$ cat src/rtl/cpu_pkg.sv
// Shared CPU package: opcode values, fetch/decode FSM state type,
// one-hot control word width and an opcode extraction helper.
package cpu_pkg;

  localparam int unsigned ONEHOT_W = 64;
  localparam int unsigned OP_W     = 6;

  localparam logic [OP_W-1:0] OP_ADD  = 6'd4;
  localparam logic [OP_W-1:0] OP_MOVL = 6'd12;
  localparam logic [OP_W-1:0] OP_MOVS = 6'd13;
  localparam logic [OP_W-1:0] OP_JA   = 6'd14;
  localparam logic [OP_W-1:0] OP_AND  = 6'd25;
  localparam logic [OP_W-1:0] OP_CMP  = 6'd59;
  localparam logic [OP_W-1:0] OP_HALT = 6'd63;

  typedef enum logic [1:0] {
    BOOT = 2'd0,
    RUN  = 2'd1,
    HALT = 2'd2
  } fd_state_t;

  // The opcode always sits in the top six bits of the 16-bit word.
  function automatic logic [OP_W-1:0] op_of16(input logic [15:0] i);
    return i[15 -: OP_W];
  endfunction

endpackage

$ cat src/rtl/onehot_dec6.sv
// 6-to-64 one-hot decoder with enable.
// Ports: code (6b), en, onehot (64b, all-zero when en=0).
module onehot_dec6
  import cpu_pkg::*;
(
  input  logic [OP_W-1:0]     code,
  input  logic                en,
  output logic [ONEHOT_W-1:0] onehot
);

  always_comb begin
    onehot = '0;
    if (en) onehot[code] = 1'b1;
  end

endmodule

$ cat src/rtl/fetch_decode_stage.sv
// Fetch/decode stage: PC, instruction register, BOOT/RUN/HALT FSM.
// Ports: clk, rst_n, imem_addr/rdata, stall, br_taken/target, instr_q, opcode_onehot, valid_q, pc_plus1, halted.
module fetch_decode_stage
  import cpu_pkg::*;
#(
  parameter int unsigned     PC_W    = 8,
  parameter int unsigned     INSTR_W = 16,
  parameter logic [OP_W-1:0] HALT_OP = OP_HALT
) (
  input  logic                clk,
  input  logic                rst_n,
  output logic [PC_W-1:0]     imem_addr,
  input  logic [INSTR_W-1:0]  imem_rdata,
  input  logic                stall,
  input  logic                br_taken,
  input  logic [PC_W-1:0]     br_target,
  output logic [INSTR_W-1:0]  instr_q,
  output logic [ONEHOT_W-1:0] opcode_onehot,
  output logic                valid_q,
  output logic [PC_W-1:0]     pc_plus1,
  output logic                halted
);

  fd_state_t         state_q;
  logic [PC_W-1:0]   pc_q;
  logic [OP_W-1:0]   opcode;
  logic              halt_hit;

  assign opcode    = instr_q[INSTR_W-1 -: OP_W];
  assign halt_hit  = valid_q && (opcode == HALT_OP);
  assign imem_addr = pc_q;
  assign pc_plus1  = pc_q + PC_W'(1);
  assign halted    = (state_q == HALT);

  // Priority in RUN: halt > branch > stall > advance.
  always_ff @(posedge clk) begin
    if (!rst_n) begin
      state_q <= BOOT;
      pc_q    <= '0;
      instr_q <= '0;
      valid_q <= 1'b0;
    end else begin
      case (state_q)
        BOOT: state_q <= RUN;
        RUN: begin
          if (halt_hit) begin
            state_q <= HALT;
            valid_q <= 1'b0;
          end else if (br_taken) begin
            pc_q    <= br_target;
            instr_q <= '0;
            valid_q <= 1'b0;
          end else if (!stall) begin
            pc_q    <= pc_plus1;
            instr_q <= imem_rdata;
            valid_q <= 1'b1;
          end
        end
        HALT: valid_q <= 1'b0;
        default: begin
          state_q <= BOOT;
          valid_q <= 1'b0;
        end
      endcase
    end
  end

  onehot_dec6 u_dec (
    .code   (opcode),
    .en     (valid_q),
    .onehot (opcode_onehot)
  );

endmodule

$ cat config.mk
export PLATFORM = sky130hd
export DESIGN_NAME = fetch_decode_stage
export DESIGN_NICKNAME = d
export VERILOG_FILES = /design/src/rtl/cpu_pkg.sv /design/src/rtl/onehot_dec6.sv /design/src/rtl/fetch_decode_stage.sv
export SDC_FILE = /design/constraint.sdc
export NUM_CORES = 1
export LEC_CHECK = 0
export BUFFER_PORTS_ARGS = -buffer_cell sky130_fd_sc_hd__buf_2
export CORE_MARGIN = 4
export CORE_UTILIZATION = 44
export CTS_CLUSTER_SIZE = 28
export DETAILED_ROUTE_END_ITERATION = 8
export PLACE_DENSITY = 0.89
export SYNTH_ARGS = -nofsm -noshare
export SYNTH_HDL_FRONTEND = slang
export SYNTH_SLANG_ARGS = --single-unit
$ cat constraint.sdc
create_clock -name clk -period 3 [get_ports clk]
set_clock_uncertainty 0.1 [all_clocks]
set_input_delay 0.15 -clock clk [delete_from_list [all_inputs] [get_ports clk]]
set_output_delay 0.15 -clock clk [all_outputs]
set_load 0.02 [all_outputs]
Yosys cells after proc, flatten, opt, wreduce, memory -nomap -nowiden
Cells that the tools add are included.
{ "classes": {"n_addsub": 1, "n_lt_le_gt_ge": 2, "n_eq_ne": 6, "n_mux": 13, "bitwise": 3, "n_reduce_logical": 6} }
{ "ops": {"columns": ["operator", "n"], "rows": [
  ["$mux W64", 1],
  ["$mux W16", 2],
  ["$mux W8", 2],
  ["$add A8 B1 Y8 const B", 1],
  ["$lt A6 B7 Y1 const B", 1],
  ["$demux W1 S6", 1],
  ["$eq A6 B6 Y1 const B", 1],
  ["$ge A6 B1 Y1 const B", 1],
  ["$pmux W2 S3", 1],
  ["$mux W1", 4],
  ["$ne A4 B4 Y1 const B", 1],
  ["$reduce_and A2 Y1", 2],
  ["$not A1 Y1", 3],
  ["$reduce_and A3 Y1", 1],
  ["$eq A2 B1 Y1 const B", 1],
  ["$eq A2 B2 Y1 const B", 1],
  ["$logic_and A1 B1 Y1", 2],
  ["$logic_not A2 Y1", 1],
  ["$mux W2", 1],
  ["$ne A2 B1 Y1 const B", 1],
  ["$ne A2 B2 Y1 const B", 1],
  ["$pmux W1 S2", 1]
]} }
{ "word_totals": {"reg_bits": 27, "input_bits": 28, "output_inout_bits": 98} }

Longest topological paths before layout
Gate-level depths: netlist of run 1.
{ "depth": {"ltp_word": 5, "mapped_depth": 6, "ltp_nobuf": 5} }

Hierarchy
A second synthesis of run 1 with hierarchy kept.
{ "unflattened": {"cells_unflattened": 214, "hier_area_um2": 1662.8} }
{ "modules_own_cells": {"columns": ["mod", "n_inst", "cells_each", "area_each_um2"], "rows": [
  ["fetch_decode_stage", 1, 115, 1167.4],
  ["onehot_dec6", 1, 99, 495.5]
]} }

Worst setup path after synthesis of run 1
No wires, ideal clock.
{ "synth_timing": {"path_type": "register to output", "startpoint": "register instr_q[13]", "endpoint": "output opcode_onehot[40]", "arrival_ns": 1.773, "t_required_ns": 2.750, "setup_slack_ns": 0.977, "stages_incl_launch_ff": 6, "n_path_buf": 2, "cell_sequence": "dfxtp_1 -> buf_2 -> nand3_1 -> or2_2 -> clkbuf_1 -> nor4_1"} }
{ "synth_via": {"elab_chain_cells": 5} }
{ "synth_rtl": {"columns": ["element", "line", "source"], "rows": [
  ["from (decl)", "fetch_decode_stage.sv:17", "output logic [INSTR_W-1:0] instr_q,"],
  ["from (signal assigned)", "fetch_decode_stage.sv:55", "instr_q <= imem_rdata;"],
  ["$lt A6 B7 Y1 (implied by the code) or $ge A6 B1 Y1 (tied branches)", "onehot_dec6.sv:13", "if (en) onehot[code] = 1'b1;"],
  ["$logic_and A1 B1 Y1 (implied by the code)", "onehot_dec6.sv:13", null],
  ["$mux W1 (implied by the code)", "onehot_dec6.sv:13", null],
  ["$demux W1 S6 (*)", null, null],
  ["$mux W64 (*)", "onehot_dec6.sv:13", null],
  ["to (decl)", "fetch_decode_stage.sv:18", "output logic [ONEHOT_W-1:0] opcode_onehot,"]
]} }
Every way passes the cells marked *; elsewhere a longest branch is shown, timed or not.

Worst setup path in the final report of run 1
{ "layout_timing": {"startpoint": "register instr_q[10]", "endpoint": "register pc_q[6], in the netlist imem_addr[6]"} }
{ "layout_via": {"elab_chain_cells": 4} }
{ "layout_rtl": {"columns": ["element", "line", "source"], "rows": [
  ["$eq A6 B6 Y1", "fetch_decode_stage.sv:30", "assign halt_hit = valid_q && (opcode == HALT_OP);"],
  ["$logic_and A1 B1 Y1", "fetch_decode_stage.sv:30", null],
  ["$not A1 Y1 (no line)", null, null],
  ["$reduce_and A3 Y1 (no line)", null, null],
  ["to (signal assigned)", "fetch_decode_stage.sv:50", "pc_q <= br_target;"],
  ["to (signal assigned)", "fetch_decode_stage.sv:54", "pc_q <= pc_plus1;"],
  ["to (decl)", "fetch_decode_stage.sv:25", "logic [PC_W-1:0] pc_q;"]
]} }
Every way passes these cells.
A chain may end at the register's enable or synchronous reset.

==> impl_results.html, run 1 <==
<table>
<tr><th>Metric</th><th>Value</th></tr>
<tr><th colspan="2">Clock network</th></tr>
<tr><td>Clock Sinks</td><td>27</td></tr>
<tr><td>TritonCTS clock tree</td><td>done</td></tr>
<tr><td>Post-cts resize count</td><td>0</td></tr>
<tr><td>Skew-Pair Late Insertion Delay</td><td>0.27 ns</td></tr>
<tr><td>Clock Tree Buf Depth</td><td>2</td></tr>
<tr><td>CTS H-Tree Depth</td><td>1</td></tr>
<tr><td>Setup bufs post-CTS</td><td>0</td></tr>
<tr><td>Root Buffer Master</td><td>sky130_fd_sc_hd__clkbuf_8</td></tr>
<tr><td>Post-CTS Hold Buffers</td><td>0</td></tr>
<tr><td>Number of buffers inserted during clock tree synthesis</td><td>3</td></tr>
<tr><td>Register clock-pin slew on the reported worst setup and hold paths</td><td>0.09 ns</td></tr>
<tr><th colspan="2">Routing</th></tr>
<tr><td>DR vias</td><td>2149</td></tr>
<tr><td>Drt wl/cell</td><td>13.10 µm</td></tr>
<tr><td>Count of routing violations after the opening detailed-route iteration</td><td>106</td></tr>
<tr><td>Total detailed-routing wirelength</td><td>5346 µm</td></tr>
<tr><td>Number of remaining DRC errors</td><td>0</td></tr>
<tr><td>Detailed-routing iteration count for the pre-antenna-repair pass</td><td>4</td></tr>
<tr><td>Antenna Violating Nets Remaining</td><td>0</td></tr>
<tr><td>Vias per cell</td><td>5.267</td></tr>
<tr><th colspan="2">Final layout</th></tr>
<tr><td>Final-stage net count</td><td>390</td></tr>
<tr><td>Antenna diode count</td><td>0</td></tr>
<tr><td>Final Core Density</td><td>63.23%</td></tr>
<tr><td>Share of layout cells above drive strength 1</td><td>38.89%</td></tr>
<tr><td>Number of filler cells placed in the layout</td><td>368</td></tr>
<tr><td>Layout area overhead</td><td>37.08%</td></tr>
<tr><th colspan="2">STA</th></tr>
<tr><td>Setup repair after global routing missed its margin</td><td>false</td></tr>
<tr><td>Tightest slew margin relative to the limit</td><td>46.47%</td></tr>
<tr><td>Time the final worst path needs with I/O delays and setup</td><td>2.225 ns</td></tr>
<tr><td>Final period util</td><td>74.17%</td></tr>
<tr><td>Accumulated negative setup slack</td><td>0 ns</td></tr>
<tr><td>Final setup violation count</td><td>0</td></tr>
<tr><td>Fmax</td><td>0.4494 GHz</td></tr>
<tr><td>Final Max Slew Viols</td><td>0</td></tr>
<tr><td>Tightest Pin Transition</td><td>0.8020 ns</td></tr>
<tr><td>Final hold vios</td><td>0</td></tr>
<tr><td>Smallest hold slack</td><td>0.03730 ns</td></tr>
<tr><td>Final worst-path setup slack</td><td>0.7749 ns</td></tr>
<tr><th colspan="2">Floorplanning</th></tr>
<tr><td>DIE AREA</td><td>4958 µm²</td></tr>
<tr><td>Initial Utilization</td><td>46.13%</td></tr>
<tr><td>Std cell rows</td><td>22</td></tr>
<tr><td>Core Region</td><td>3716 µm²</td></tr>
<tr><td>Die outline height</td><td>70.42 µm</td></tr>
<tr><td>Count of pins on the block boundary</td><td>126</td></tr>
<tr><td>Die extent in x</td><td>70.42 µm</td></tr>
<tr><th colspan="2">Global routing</th></tr>
<tr><td>Total congestion overflow</td><td>0</td></tr>
<tr><td>GRT Overall Usage</td><td>20.90%</td></tr>
<tr><td>Largest net degree at the start of global routing</td><td>26</td></tr>
<tr><td>Antenna violations before repair</td><td>0</td></tr>
<tr><td>First-pass GRT wire length</td><td>8804 µm</td></tr>
<tr><td>Number of global-route vias before repair</td><td>2004</td></tr>
<tr><th colspan="2">Synthesis</th></tr>
<tr><td>Synthesized area per cell</td><td>6.884 µm²</td></tr>
<tr><td>Total standard cell area after synthesis</td><td>1714 µm²</td></tr>
<tr><td>EDFF count, synth</td><td>0</td></tr>
<tr><td>Total of flip-flops plus latches after synthesis</td><td>27</td></tr>
<tr><td>Share of the synthesized area in the top cell type</td><td>31.53%</td></tr>
<tr><td>Most frequent cell after synthesis</td><td>sky130_fd_sc_hd__nor2_1</td></tr>
<tr><td>Distinct cell type count after synthesis</td><td>39</td></tr>
<tr><td>Ys flop type</td><td>sky130_fd_sc_hd__dfxtp_1</td></tr>
<tr><td>Net count after synthesis</td><td>278</td></tr>
<tr><td>Ys async rst share</td><td>0%</td></tr>
<tr><td>Portion of the post-synthesis area used by sequential elements</td><td>31.53%</td></tr>
<tr><td>Top cells by area in the synthesized netlist</td><td>sky130_fd_sc_hd__dfxtp_1 (32%), sky130_fd_sc_hd__nor2_1 (14%), sky130_fd_sc_hd__nand3_1 (7.3%)</td></tr>
<tr><td>Largest area contributor in the synthesized netlist</td><td>sky130_fd_sc_hd__dfxtp_1</td></tr>
<tr><td>Yosys synthesis warning count</td><td>0</td></tr>
<tr><td>Synthesized instance count</td><td>249</td></tr>
<tr><td>Most used standard cells in the synthesized netlist</td><td>sky130_fd_sc_hd__nor2_1 (64), sky130_fd_sc_hd__nand2_1 (30), sky130_fd_sc_hd__dfxtp_1 (27)</td></tr>
<tr><th colspan="2">Hold path</th></tr>
<tr><td>Type of the tightest min-delay check</td><td>primary input to flop</td></tr>
<tr><td>Worst hold path cell count</td><td>3</td></tr>
<tr><th colspan="2">Setup path</th></tr>
<tr><td>FF-to-FF setup slack</td><td>0.77 ns</td></tr>
<tr><td>Critical Path Max Stage Delay</td><td>0.73 ns</td></tr>
<tr><td>Endpoint kind of the worst setup timing path</td><td>flop</td></tr>
<tr><td>Worst path top cell family by delay</td><td>flip-flops</td></tr>
<tr><td>Worst reg2reg path depth</td><td>5</td></tr>
<tr><td>Crit. path cell count</td><td>5</td></tr>
<tr><td>Worst-path fanout max</td><td>24</td></tr>
<tr><td>Cell-by-cell listing of the critical path</td><td>nand4_4 &gt; o211ai_4 &gt; buf_4 &gt; nor3_2 &gt; a221o_1</td></tr>
<tr><td>Startpoint class of the critical path</td><td>flop</td></tr>
<tr><td>CP bufs+invs</td><td>1</td></tr>
<tr><td>CP required</td><td>3.06 ns</td></tr>
<tr><td>Setup CP Type</td><td>flop to flop</td></tr>
<tr><td>Critical-path top delay cell</td><td>sky130_fd_sc_hd__dfxtp_1</td></tr>
<tr><td>CP arrival</td><td>2.28 ns</td></tr>
<tr><th colspan="2">Pwr</th></tr>
<tr><td>Total power draw</td><td>0.0007645 W</td></tr>
<tr><td>Peak ir drop on the vdd network</td><td>0.4118 mV</td></tr>
<tr><td>Power density over the cells</td><td>325.3 nW/µm²</td></tr>
<tr><td>LEAKAGE</td><td>1.194 nW</td></tr>
<tr><th colspan="2">Placed design</th></tr>
<tr><td>Routability Congestion</td><td>0.8514</td></tr>
<tr><td>Minimum setup slack after placement</td><td>0.8020 ns</td></tr>
<tr><td>Detailed-placement wirelength estimate</td><td>4132 µm</td></tr>
<tr><td>Number of buffer cells added on primary ports</td><td>125</td></tr>
<tr><th colspan="2">Run</th></tr>
<tr><td>Max capacitance violation total</td><td>0</td></tr>
<tr><th colspan="2">Run status</th></tr>
<tr><td>Outcome</td><td>complete, no violations</td></tr>
</table>
## through the flow
step	std cells	area [µm²]
3_5_place_dp	404	2301
4_1_cts	408	2350
3_3_place_gp	404	2301
5_1_grt	408	2350
6_report	408	2350
2_1_floorplan	249	1714
## worst min-delay path, delay by kind of cell
family                 cells  cell delay [ns]
AO/OA/AOI/OAI              1             0.06
AND/OR/NAND/NOR            1             0.06
buffers and inverters      1             0.09
## layer usage
layer,vias to the layer above,GRT usage [%],share of wire [%]
li1,1058,-,-
met1,988,24.76,40
met2,97,36.49,49
met3,6,6.331,9.6
met4,0,5.106,1.1
met5,-,0,0
## state kept, by name, summed over array words and instances, names as in the netlist
name,flops
imem_addr,8
valid_q,1
state_q,2
instr_q,16
## worst paths after layout
path                             from                   endpoint
min                    imem_rdata[14]   instr_q[14]$_SDFFE_PN0P_
max          instr_q[10]$_SDFFE_PN0P_  imem_addr[6]$_SDFFE_PN0P_
min reg2reg   instr_q[0]$_SDFFE_PN0P_    instr_q[0]$_SDFFE_PN0P_
max reg2reg  instr_q[10]$_SDFFE_PN0P_  imem_addr[6]$_SDFFE_PN0P_
## layout by cell type, fill, tap and decap left out, types with 2 or more instances in the layout
cell / Yosys / final
sky130_fd_sc_hd__o21ai_0: 2 / 2
sky130_fd_sc_hd__nand3_1: 25 / 25
sky130_fd_sc_hd__dfxtp_1: 27 / 27
sky130_fd_sc_hd__a221o_1: 3 / 3
sky130_fd_sc_hd__nor2_1: 64 / 64
sky130_fd_sc_hd__a21oi_1: 21 / 21
sky130_fd_sc_hd__nand2b_1: 5 / 5
sky130_fd_sc_hd__nand3b_1: 3 / 3
sky130_fd_sc_hd__buf_2: 4 / 125
sky130_fd_sc_hd__inv_1: 4 / 4
sky130_fd_sc_hd__and3_1: 5 / 5
sky130_fd_sc_hd__xor2_1: 3 / 3
sky130_fd_sc_hd__nor2b_1: 4 / 4
sky130_fd_sc_hd__nand2_1: 30 / 30
sky130_fd_sc_hd__xnor2_1: 3 / 3
sky130_fd_sc_hd__clkbuf_8: 0 / 3
sky130_fd_sc_hd__nor3_1: 11 / 11
## power by group
part | leakage, nW | total, W | switching [W] | internal, W
registers | 0.220 | 0.000398 | 0.0000238 | 0.000374
clock network | 0.0217 | 0.000204 | 0.000110 | 0.0000941
logic | 0.952 | 0.000162 | 0.000103 | 0.0000587
total | 1.19 | 0.000764 | 0.000237 | 0.000527
## logic make-up (layout without fill, tap and decap cells)
logic type               Yosys count  count (layout)  share of synthesized area [%]
adder cells (fa/ha/maj)            1               1                         0.7298
buffers and inverters             23             134                          7.080
multiplexers                       1               1                         0.5840
flip-flops                        27              27                          31.53
AO/OA/AOI/OAI                     35              35                          14.67
AND/OR/NAND/NOR                  156             156                          42.34
XOR/XNOR                           6               6                          3.066
## layout make-up
type                    instances  area [µm²]  share of cell area (%)
well taps                      48       60.06                   2.556
flip-flops and latches         27       540.5                   23.00
inverters                       4       15.01                  0.6390
clock inverters                 1       7.507                  0.3195
repair buffers                126       633.1                   26.94
clock buffers                   3       41.29                   1.757
multi-input cells             199        1052                   44.78
No activity file was read; power rests on OpenSTA's default activity.
==> run 2: changes to the inputs <==
--- a/config.mk
+++ b/config.mk
@@ -7,10 +7,10 @@
 export LEC_CHECK = 0
 export BUFFER_PORTS_ARGS = -buffer_cell sky130_fd_sc_hd__buf_2
 export CORE_MARGIN = 4
-export CORE_UTILIZATION = 44
+export CORE_UTILIZATION = 37
 export CTS_CLUSTER_SIZE = 28
 export DETAILED_ROUTE_END_ITERATION = 8
-export PLACE_DENSITY = 0.89
+export PLACE_DENSITY = 0.8
 export SYNTH_ARGS = -nofsm -noshare
 export SYNTH_HDL_FRONTEND = slang
 export SYNTH_SLANG_ARGS = --single-unit
==> constraint.sdc (replaced) <==
create_clock -name clk -period 1.96 [get_ports clk]
set_clock_uncertainty 0.1 [all_clocks]
set_input_delay 0.098 -clock clk [delete_from_list [all_inputs] [get_ports clk]]
set_output_delay 0.098 -clock clk [all_outputs]
set_load 0.02 [all_outputs]
==> run 2 against run 1 <==
Via count is 3.2% higher. Sequential cell count unchanged. Power increased by 58%. Final area rose by 10%. Sequential share of layout area shrank 2.0 points. Largest power group unchanged.
==> impl_results.html, run 2 (synthesis results as in run 1) <==
<table>
<tr><th>Metric</th><th>Value</th></tr>
<tr><th colspan="2">STA</th></tr>
<tr><td>Fmax</td><td>0.5531 GHz</td></tr>
<tr><td>Final hold vios</td><td>0 (unchanged)</td></tr>
<tr><td>Tightest slew margin relative to the limit</td><td>61.52% (+15 points)</td></tr>
<tr><td>Final setup violation count</td><td>0 (unchanged)</td></tr>
<tr><td>Final period util</td><td>92.25%</td></tr>
<tr><td>Final Max Slew Viols</td><td>0 (unchanged)</td></tr>
<tr><td>Tightest Pin Transition</td><td>0.5765 ns (-0.2255 ns)</td></tr>
<tr><td>Smallest hold slack</td><td>0.04371 ns (+0.006410 ns)</td></tr>
<tr><td>Time the final worst path needs with I/O delays and setup</td><td>1.808 ns</td></tr>
<tr><td>Final worst-path setup slack</td><td>0.1520 ns (-0.6229 ns)</td></tr>
<tr><th colspan="2">Placed design</th></tr>
<tr><td>Minimum setup slack after placement</td><td>0.2412 ns (-0.5608 ns)</td></tr>
<tr><td>Number of buffer cells added on primary ports</td><td>125 (unchanged)</td></tr>
<tr><td>Detailed-placement wirelength estimate</td><td>4226 µm (+2.3%)</td></tr>
<tr><td>Routability Congestion</td><td>0.8319 (-2.3%)</td></tr>
<tr><th colspan="2">Setup path</th></tr>
<tr><td>Crit Reg-Reg Startpoint</td><td>instr_q[12]$_SDFFE_PN0P_</td></tr>
<tr><td>CP arrival</td><td>1.61 ns (-0.67 ns)</td></tr>
<tr><td>CP required</td><td>1.76 ns (-1.30 ns)</td></tr>
<tr><td>Critical-path top delay cell</td><td>sky130_fd_sc_hd__dfxtp_2</td></tr>
<tr><td>Setup CP Type</td><td>flop to primary output</td></tr>
<tr><td>Cell-by-cell listing of the critical path</td><td>buf_4 &gt; nand3_1 &gt; or2_2 &gt; nor3_1 &gt; buf_2</td></tr>
<tr><td>FF-to-FF setup slack</td><td>0.32 ns (-0.45 ns)</td></tr>
<tr><td>Startpoint class of the critical path</td><td>flop</td></tr>
<tr><td>Endpoint kind of the worst setup timing path</td><td>primary output</td></tr>
<tr><td>Worst reg2reg path endpoint</td><td>instr_q[0]$_SDFFE_PN0P_</td></tr>
<tr><td>Critical Path Max Stage Delay</td><td>0.39 ns (-0.34 ns)</td></tr>
<tr><td>Worst reg2reg path depth</td><td>5 (unchanged)</td></tr>
<tr><td>CP startpoint</td><td>valid_q$_SDFFE_PN0P_</td></tr>
<tr><td>Worst-path fanout max</td><td>7 (-71%)</td></tr>
<tr><th colspan="2">Final layout</th></tr>
<tr><td>Antenna diode count</td><td>0 (unchanged)</td></tr>
<tr><td>Number of filler cells placed in the layout</td><td>423 (+15%)</td></tr>
<tr><td>Layout area overhead</td><td>50.95%</td></tr>
<tr><td>Seq. cell area</td><td>544.3 µm² (+0.69%)</td></tr>
<tr><td>Most common cell after layout, fill and taps aside</td><td>sky130_fd_sc_hd__buf_2</td></tr>
<tr><td>Share of layout cells above drive strength 1</td><td>40.31% (+1.4 points)</td></tr>
<tr><td>Number of flip-flops in the largest register</td><td>16 (unchanged)</td></tr>
<tr><td>Final-stage net count</td><td>412 (+5.6%)</td></tr>
<tr><td>Leading cell types in the layout, fill and taps excluded</td><td>sky130_fd_sc_hd__buf_2 (125), sky130_fd_sc_hd__nor2_1 (64), sky130_fd_sc_hd__nand2_1 (30)</td></tr>
<tr><td>Footprint of the multi-input gates</td><td>1079 µm² (+2.5%)</td></tr>
<tr><td>Biggest register</td><td>instr_q</td></tr>
<tr><th colspan="2">Pwr</th></tr>
<tr><td>Peak ir drop on the vdd network</td><td>0.5019 mV (+22%)</td></tr>
<tr><td>Power density over the cells</td><td>466.5 nW/µm² (+43%)</td></tr>
<tr><td>LEAKAGE</td><td>1.301 nW (+9.0%)</td></tr>
<tr><th colspan="2">Floorplanning</th></tr>
<tr><td>Count of pins on the block boundary</td><td>126 (unchanged)</td></tr>
<tr><td>Std cell rows</td><td>24 (+9.1%)</td></tr>
<tr><td>Initial Utilization</td><td>38.83% (-7.3 points)</td></tr>
<tr><td>Die outline height</td><td>76.07 µm (+8.0%)</td></tr>
<tr><td>DIE AREA</td><td>5786 µm² (+17%)</td></tr>
<tr><td>Die extent in x</td><td>76.07 µm (+8.0%)</td></tr>
<tr><td>Core Region</td><td>4414 µm² (+19%)</td></tr>
<tr><th colspan="2">Routing</th></tr>
<tr><td>Drt wl/cell</td><td>13.63 µm (+4.0%)</td></tr>
<tr><td>DR vias</td><td>2217 (+3.2%)</td></tr>
<tr><td>Total detailed-routing wirelength</td><td>5914 µm (+11%)</td></tr>
<tr><td>Detailed-routing iteration count for the pre-antenna-repair pass</td><td>4 (unchanged)</td></tr>
<tr><td>Number of remaining DRC errors</td><td>0 (unchanged)</td></tr>
<tr><td>Count of routing violations after the opening detailed-route iteration</td><td>106 (unchanged)</td></tr>
<tr><td>Antenna Violating Nets Remaining</td><td>0 (unchanged)</td></tr>
<tr><td>Vias per cell</td><td>5.108 (-3.0%)</td></tr>
<tr><th colspan="2">Clock network</th></tr>
<tr><td>TritonCTS clock tree</td><td>done</td></tr>
<tr><td>CTS H-Tree Depth</td><td>1 (unchanged)</td></tr>
<tr><td>Skew-Pair Late Insertion Delay</td><td>0.27 ns (about the same)</td></tr>
<tr><td>Clock Sinks</td><td>27 (unchanged)</td></tr>
<tr><td>Register clock-pin slew on the reported worst setup and hold paths</td><td>0.09 ns (about the same)</td></tr>
<tr><td>Number of buffers inserted during clock tree synthesis</td><td>3 (unchanged)</td></tr>
<tr><td>Clock Tree Buf Depth</td><td>2 (unchanged)</td></tr>
<tr><td>Setup bufs post-CTS</td><td>0 (unchanged)</td></tr>
<tr><td>Root Buffer Master</td><td>sky130_fd_sc_hd__clkbuf_8</td></tr>
<tr><th colspan="2">Hold path</th></tr>
<tr><td>Origin of the worst min-delay path</td><td>br_target[0]</td></tr>
<tr><td>Worst hold path cell count</td><td>3 (unchanged)</td></tr>
<tr><td>Type of the tightest min-delay check</td><td>primary input to flop</td></tr>
<tr><td>End point of the worst hold path</td><td>imem_addr[0]$_SDFFE_PN0P_</td></tr>
<tr><th colspan="2">Global routing</th></tr>
<tr><td>Total congestion overflow</td><td>0 (unchanged)</td></tr>
<tr><td>Number of global-route vias before repair</td><td>2107 (+5.1%)</td></tr>
<tr><td>GRT Overall Usage</td><td>19.96% (-0.94 points)</td></tr>
<tr><td>First-pass GRT wire length</td><td>10120 µm (+15%)</td></tr>
<tr><td>Antenna violations before repair</td><td>0 (unchanged)</td></tr>
<tr><td>Largest net degree at the start of global routing</td><td>26 (unchanged)</td></tr>
<tr><th colspan="2">Run status</th></tr>
<tr><td>Outcome</td><td>complete, no violations</td></tr>
<tr><th colspan="2">Run</th></tr>
<tr><td>Max capacitance violation total</td><td>0 (unchanged)</td></tr>
</table>
[run 2: changes by cell type in the layout (fill, tap and decap cells not counted), moves of 2 or more]
cell,before,now
sky130_fd_sc_hd__buf_4,1,7
sky130_fd_sc_hd__dfxtp_1,27,24
sky130_fd_sc_hd__dfxtp_2,0,3
sky130_fd_sc_hd__dlygate4sd3_1,0,16
sky130_fd_sc_hd__nand3_1,25,23
sky130_fd_sc_hd__nand3_2,1,3
[run 2: worst max-delay path by stage]
stage,end,slack [ns],cells after the start
after global routing,opcode_onehot[16],-0.003,5
final,opcode_onehot[44],0.15,5
after global placement,imem_addr[6]$_SDFFE_PN0P_,0.32,4
after detailed placement,imem_addr[5]$_SDFFE_PN0P_,0.24,4
after floorplan,opcode_onehot[42],0.11,5
after CTS,opcode_onehot[34],0.05,3
[run 2: metrics by stage]
step	util, %	total power, W	setup TNS, ns	std cells	area [µm²]
floorplan	-	0.0007881	0	249	1720
global placement	53.40	0.0008720	0	414	2357
detailed placement	53.40	0.0008760	0	414	2357
CTS	58.08	0.001216	0	434	2564
global route	58.62	0.001280	-0.002690	434	2587
finish	58.62	0.001207	0	434	2587
[run 2: worst max-delay path: cells and delay by family (launching register included)]
kind	cells	cell delay, ns
AND/OR/NAND/NOR	3	0.60
buffers and inverters	2	0.35
flip-flops	1	0.39
[run 2: cell type report]
class                           count  share of cell area [%]
Clock buffer                        3                   1.596
Tap cell                           52                   2.515
Clock inverter                      1                  0.1934
Inverter                            4                  0.5803
Multi-Input combinational cell    199                   41.68
Sequential cell                    27                   21.03
Timing Repair Buffer              148                   32.40
[run 2: layer usage]
metal | track usage [%] | vias up | part of all wire (%)
met2 | 35.45 | 100 | 50
li1 | - | 1103 | -
met5 | 0 | - | 0
met4 | 3.671 | 0 | 1.2
met3 | 7.565 | 8 | 9.5
met1 | 22.78 | 1006 | 40
[run 2: timing repair]
item / in CTS / in global routing
endpoints found under the hold margin: 16 / 0
endpoints found under the setup margin: 0 / 30
hold buffers: 16 / 0
resized for setup: 0 / 8
[run 2: where the power goes]
| part | internal (W) | leakage, nW | switching, W |
|---|---|---|---|
| logic | 0.000118 | 1.05 | 0.000175 |
| registers | 0.000574 | 0.222 | 0.0000281 |
| clock network | 0.000142 | 0.0255 | 0.000170 |
| total | 0.000834 | 1.30 | 0.000373 |
==> run 3: changes to the inputs <==
--- a/config.mk
+++ b/config.mk
@@ -10,6 +10,7 @@
 export CORE_UTILIZATION = 37
 export CTS_CLUSTER_SIZE = 28
 export DETAILED_ROUTE_END_ITERATION = 8
+export MAX_ROUTING_LAYER = met4
 export PLACE_DENSITY = 0.8
 export SYNTH_ARGS = -nofsm -noshare
 export SYNTH_HDL_FRONTEND = slang
==> run 3 against run 2 <==
Sequential share of layout area about the same. Critical path depth unchanged. Sequential power about the same. Highest routed layer unchanged.
==> impl_results.html, run 3 (synthesis results as in run 1) <==
<table>
<tr><th>Metric</th><th>Value</th></tr>
<tr><th colspan="2">Clock network</th></tr>
<tr><td>CTS H-Tree Depth</td><td>1 (unchanged)</td></tr>
<tr><td>Setup bufs post-CTS</td><td>0 (unchanged)</td></tr>
<tr><td>Skew-Pair Late Insertion Delay</td><td>0.27 ns (about the same)</td></tr>
<tr><td>Clock Tree Buf Depth</td><td>2 (unchanged)</td></tr>
<tr><td>Number of buffers inserted during clock tree synthesis</td><td>3 (unchanged)</td></tr>
<tr><td>Clock Sinks</td><td>27 (unchanged)</td></tr>
<tr><td>Root Buffer Master</td><td>sky130_fd_sc_hd__clkbuf_8</td></tr>
<tr><td>Register clock-pin slew on the reported worst setup and hold paths</td><td>0.09 ns (about the same)</td></tr>
<tr><td>TritonCTS clock tree</td><td>done</td></tr>
<tr><th colspan="2">Pwr</th></tr>
<tr><td>Total power draw</td><td>0.001208 W (+0.12%)</td></tr>
<tr><td>LEAKAGE</td><td>1.301 nW (about the same)</td></tr>
<tr><td>Psw</td><td>0.0003743 W (+0.26%)</td></tr>
<tr><td>Internal power of the cells</td><td>0.0008341 W (about the same)</td></tr>
<tr><td>Power density over the cells</td><td>466.8 nW/µm² (about the same)</td></tr>
<tr><td>Peak ir drop on the vdd network</td><td>0.5045 mV (+0.50%)</td></tr>
<tr><td>Combinational share of power</td><td>24.2% (about the same)</td></tr>
<tr><td>Fraction of power spent switching nets</td><td>30.97% (+0.044 points)</td></tr>
<tr><td>Clock share of power</td><td>26.0% (about the same)</td></tr>
<tr><td>Sequential share of power</td><td>49.8% (about the same)</td></tr>
<tr><th colspan="2">STA</th></tr>
<tr><td>Final Max Slew Viols</td><td>0 (unchanged)</td></tr>
<tr><td>Final period util</td><td>92.23% (about the same)</td></tr>
<tr><td>Tightest slew margin relative to the limit</td><td>62.07% (+0.55 points)</td></tr>
<tr><td>Fmax</td><td>0.5532 GHz (about the same)</td></tr>
<tr><td>Time the final worst path needs with I/O delays and setup</td><td>1.808 ns (-0.0003530 ns)</td></tr>
<tr><td>Final setup violation count</td><td>0 (unchanged)</td></tr>
<tr><td>Final hold vios</td><td>0 (unchanged)</td></tr>
<tr><td>Tightest Pin Transition</td><td>0.5683 ns (-0.008242 ns)</td></tr>
<tr><td>Final worst-path setup slack</td><td>0.1523 ns (+0.0003530 ns)</td></tr>
<tr><th colspan="2">Placed design</th></tr>
<tr><td>Minimum setup slack after placement</td><td>0.2412 ns (unchanged)</td></tr>
<tr><td>Number of buffer cells added on primary ports</td><td>125 (unchanged)</td></tr>
<tr><td>Routability Congestion</td><td>0.8446 (+1.5%)</td></tr>
<tr><td>Placed Instance Area</td><td>2357 µm² (unchanged)</td></tr>
<tr><td>Detailed-placement wirelength estimate</td><td>4226 µm (unchanged)</td></tr>
<tr><th colspan="2">Setup path</th></tr>
<tr><td>Worst reg2reg path endpoint</td><td>imem_addr[5]$_SDFFE_PN0P_</td></tr>
<tr><td>FF-to-FF setup slack</td><td>0.33 ns (about the same)</td></tr>
<tr><td>Worst-path fanout max</td><td>7 (unchanged)</td></tr>
<tr><td>Worst reg2reg path depth</td><td>4 (-1)</td></tr>
<tr><td>CP required</td><td>1.76 ns (about the same)</td></tr>
<tr><td>Crit Reg-Reg Startpoint</td><td>instr_q[12]$_SDFFE_PN0P_</td></tr>
<tr><td>Startpoint class of the critical path</td><td>flop</td></tr>
<tr><td>CP arrival</td><td>1.61 ns (about the same)</td></tr>
<tr><td>Endpoint kind of the worst setup timing path</td><td>primary output</td></tr>
<tr><td>Setup CP Type</td><td>flop to primary output</td></tr>
<tr><th colspan="2">Global routing</th></tr>
<tr><td>Largest net degree at the start of global routing</td><td>26 (unchanged)</td></tr>
<tr><td>First-pass GRT wire length</td><td>10180 µm (+0.54%)</td></tr>
<tr><td>Number of global-route vias before repair</td><td>2096 (-0.52%)</td></tr>
<tr><td>GRT Overall Usage</td><td>20.61% (+0.65 points)</td></tr>
<tr><td>Total congestion overflow</td><td>0 (unchanged)</td></tr>
<tr><td>Antenna violations before repair</td><td>0 (unchanged)</td></tr>
<tr><th colspan="2">Hold path</th></tr>
<tr><td>Origin of the worst min-delay path</td><td>br_target[0]</td></tr>
<tr><td>End point of the worst hold path</td><td>imem_addr[0]$_SDFFE_PN0P_</td></tr>
<tr><td>Worst hold path cell count</td><td>3 (unchanged)</td></tr>
<tr><td>Type of the tightest min-delay check</td><td>primary input to flop</td></tr>
<tr><th colspan="2">Routing</th></tr>
<tr><td>Vias per cell</td><td>5.067 (-0.81%)</td></tr>
<tr><td>Count of routing violations after the opening detailed-route iteration</td><td>155 (+46%)</td></tr>
<tr><td>Detailed-routing iteration count for the pre-antenna-repair pass</td><td>4 (unchanged)</td></tr>
<tr><td>Total detailed-routing wirelength</td><td>5911 µm (about the same)</td></tr>
<tr><td>Antenna Violating Nets Remaining</td><td>0 (unchanged)</td></tr>
<tr><td>DR vias</td><td>2199 (-0.81%)</td></tr>
<tr><td>Number of remaining DRC errors</td><td>0 (unchanged)</td></tr>
<tr><td>Drt wl/cell</td><td>13.62 µm (about the same)</td></tr>
<tr><th colspan="2">Final layout</th></tr>
<tr><td>Most common cell after layout, fill and taps aside</td><td>sky130_fd_sc_hd__buf_2</td></tr>
<tr><td>Final-stage net count</td><td>412 (unchanged)</td></tr>
<tr><td>Design Area, Final</td><td>2589 µm² (about the same)</td></tr>
<tr><td>Share of layout cells above drive strength 1</td><td>40.58% (+0.26 points)</td></tr>
<tr><td>Biggest register</td><td>instr_q</td></tr>
<tr><td>Antenna diode count</td><td>0 (unchanged)</td></tr>
<tr><td>Leading cell types in the layout, fill and taps excluded</td><td>sky130_fd_sc_hd__buf_2 (125), sky130_fd_sc_hd__nor2_1 (64), sky130_fd_sc_hd__nand2_1 (30)</td></tr>
<tr><td>Final Core Density</td><td>58.65% (about the same)</td></tr>
<tr><td>Layout area overhead</td><td>51.02% (about the same)</td></tr>
<tr><td>Number of flip-flops in the largest register</td><td>16 (unchanged)</td></tr>
<tr><th colspan="2">Floorplanning</th></tr>
<tr><td>Die outline height</td><td>76.07 µm (unchanged)</td></tr>
<tr><td>Die extent in x</td><td>76.07 µm (unchanged)</td></tr>
<tr><td>Std cell rows</td><td>24 (unchanged)</td></tr>
<tr><td>Initial Utilization</td><td>38.83% (unchanged)</td></tr>
<tr><td>Core Region</td><td>4414 µm² (unchanged)</td></tr>
<tr><td>Count of pins on the block boundary</td><td>126 (unchanged)</td></tr>
<tr><td>DIE AREA</td><td>5786 µm² (unchanged)</td></tr>
<tr><th colspan="2">Run</th></tr>
<tr><td>Max capacitance violation total</td><td>0 (unchanged)</td></tr>
<tr><th colspan="2">Run status</th></tr>
<tr><td>Outcome</td><td>complete, no violations</td></tr>
</table>
[run 3: power groups by stage]
stage	clock (W)	sequential, W	combinational, W
after floorplan	0	0.000633	0.000156
after global placement	0	0.000611	0.000261
after detailed placement	0	0.000612	0.000264
after CTS	0.000328	0.000600	0.000289
after global routing	0.000354	0.000607	0.000319
final	0.000314	0.000602	0.000293
[run 3: critical path, cell delays in order (launching register included)]
cell and delay (ns):
sky130_fd_sc_hd__dfxtp_2 0.39, sky130_fd_sc_hd__buf_4 0.16, sky130_fd_sc_hd__nand3_1 0.08, sky130_fd_sc_hd__or2_2 0.35
sky130_fd_sc_hd__nor3_1 0.17, sky130_fd_sc_hd__buf_2 0.19
[run 3: final cells by class]
cell class	instances	area [µm²]
fillers	423	1826
multi-input cells	199	1079
repair buffers	148	838.3
flip-flops and latches	27	545.5
well taps	52	65.06
clock buffers	3	41.29
inverters	4	15.01
clock inverters	1	5.005
[run 3: metrics by stage]
step	instances	hold slack, ns	setup TNS, ns
2_1_floorplan	249	0.1387	0
3_3_place_gp	414	0.2554	0
3_5_place_dp	414	0.2664	0
4_1_cts	434	0.03951	0
5_1_grt	434	0.04919	-0.002693
6_report	434	0.03642	0
[run 3: how the worst max path moves through the flow]
| stage | endpoint | slack [ns] | cells after the start | from |
|---|---|---|---|---|
| finish | opcode_onehot[44] | 0.15 | 5 | valid_q$_SDFFE_PN0P_ |
| global route | opcode_onehot[16] | -0.003 | 5 | valid_q$_SDFFE_PN0P_ |
| CTS | opcode_onehot[34] | 0.05 | 3 | instr_q[15]$_SDFFE_PN0P_ |
| detailed placement | imem_addr[5]$_SDFFE_PN0P_ | 0.24 | 4 | instr_q[13]$_SDFFE_PN0P_ |
| global placement | imem_addr[6]$_SDFFE_PN0P_ | 0.32 | 4 | instr_q[13]$_SDFFE_PN0P_ |
| floorplan | opcode_onehot[42] | 0.11 | 5 | instr_q[13]$_SDFFE_PN0P_ |
[run 3: routing by layer]
metal	global-route usage [%]	vias up	share of wire, %
met1	23.43	986	40
li1	-	1105	-
met5	-	-	0
met4	3.147	0	1.2
met2	35.70	100	49
met3	6.974	8	9.6
[run 3: timing repair]
action / 4_1_cts / 5_1_grt
setup endpoints to repair: 0 / 30
resized for setup: 0 / 9
endpoints found under the hold margin: 16 / 0
hold buffers: 16 / 0
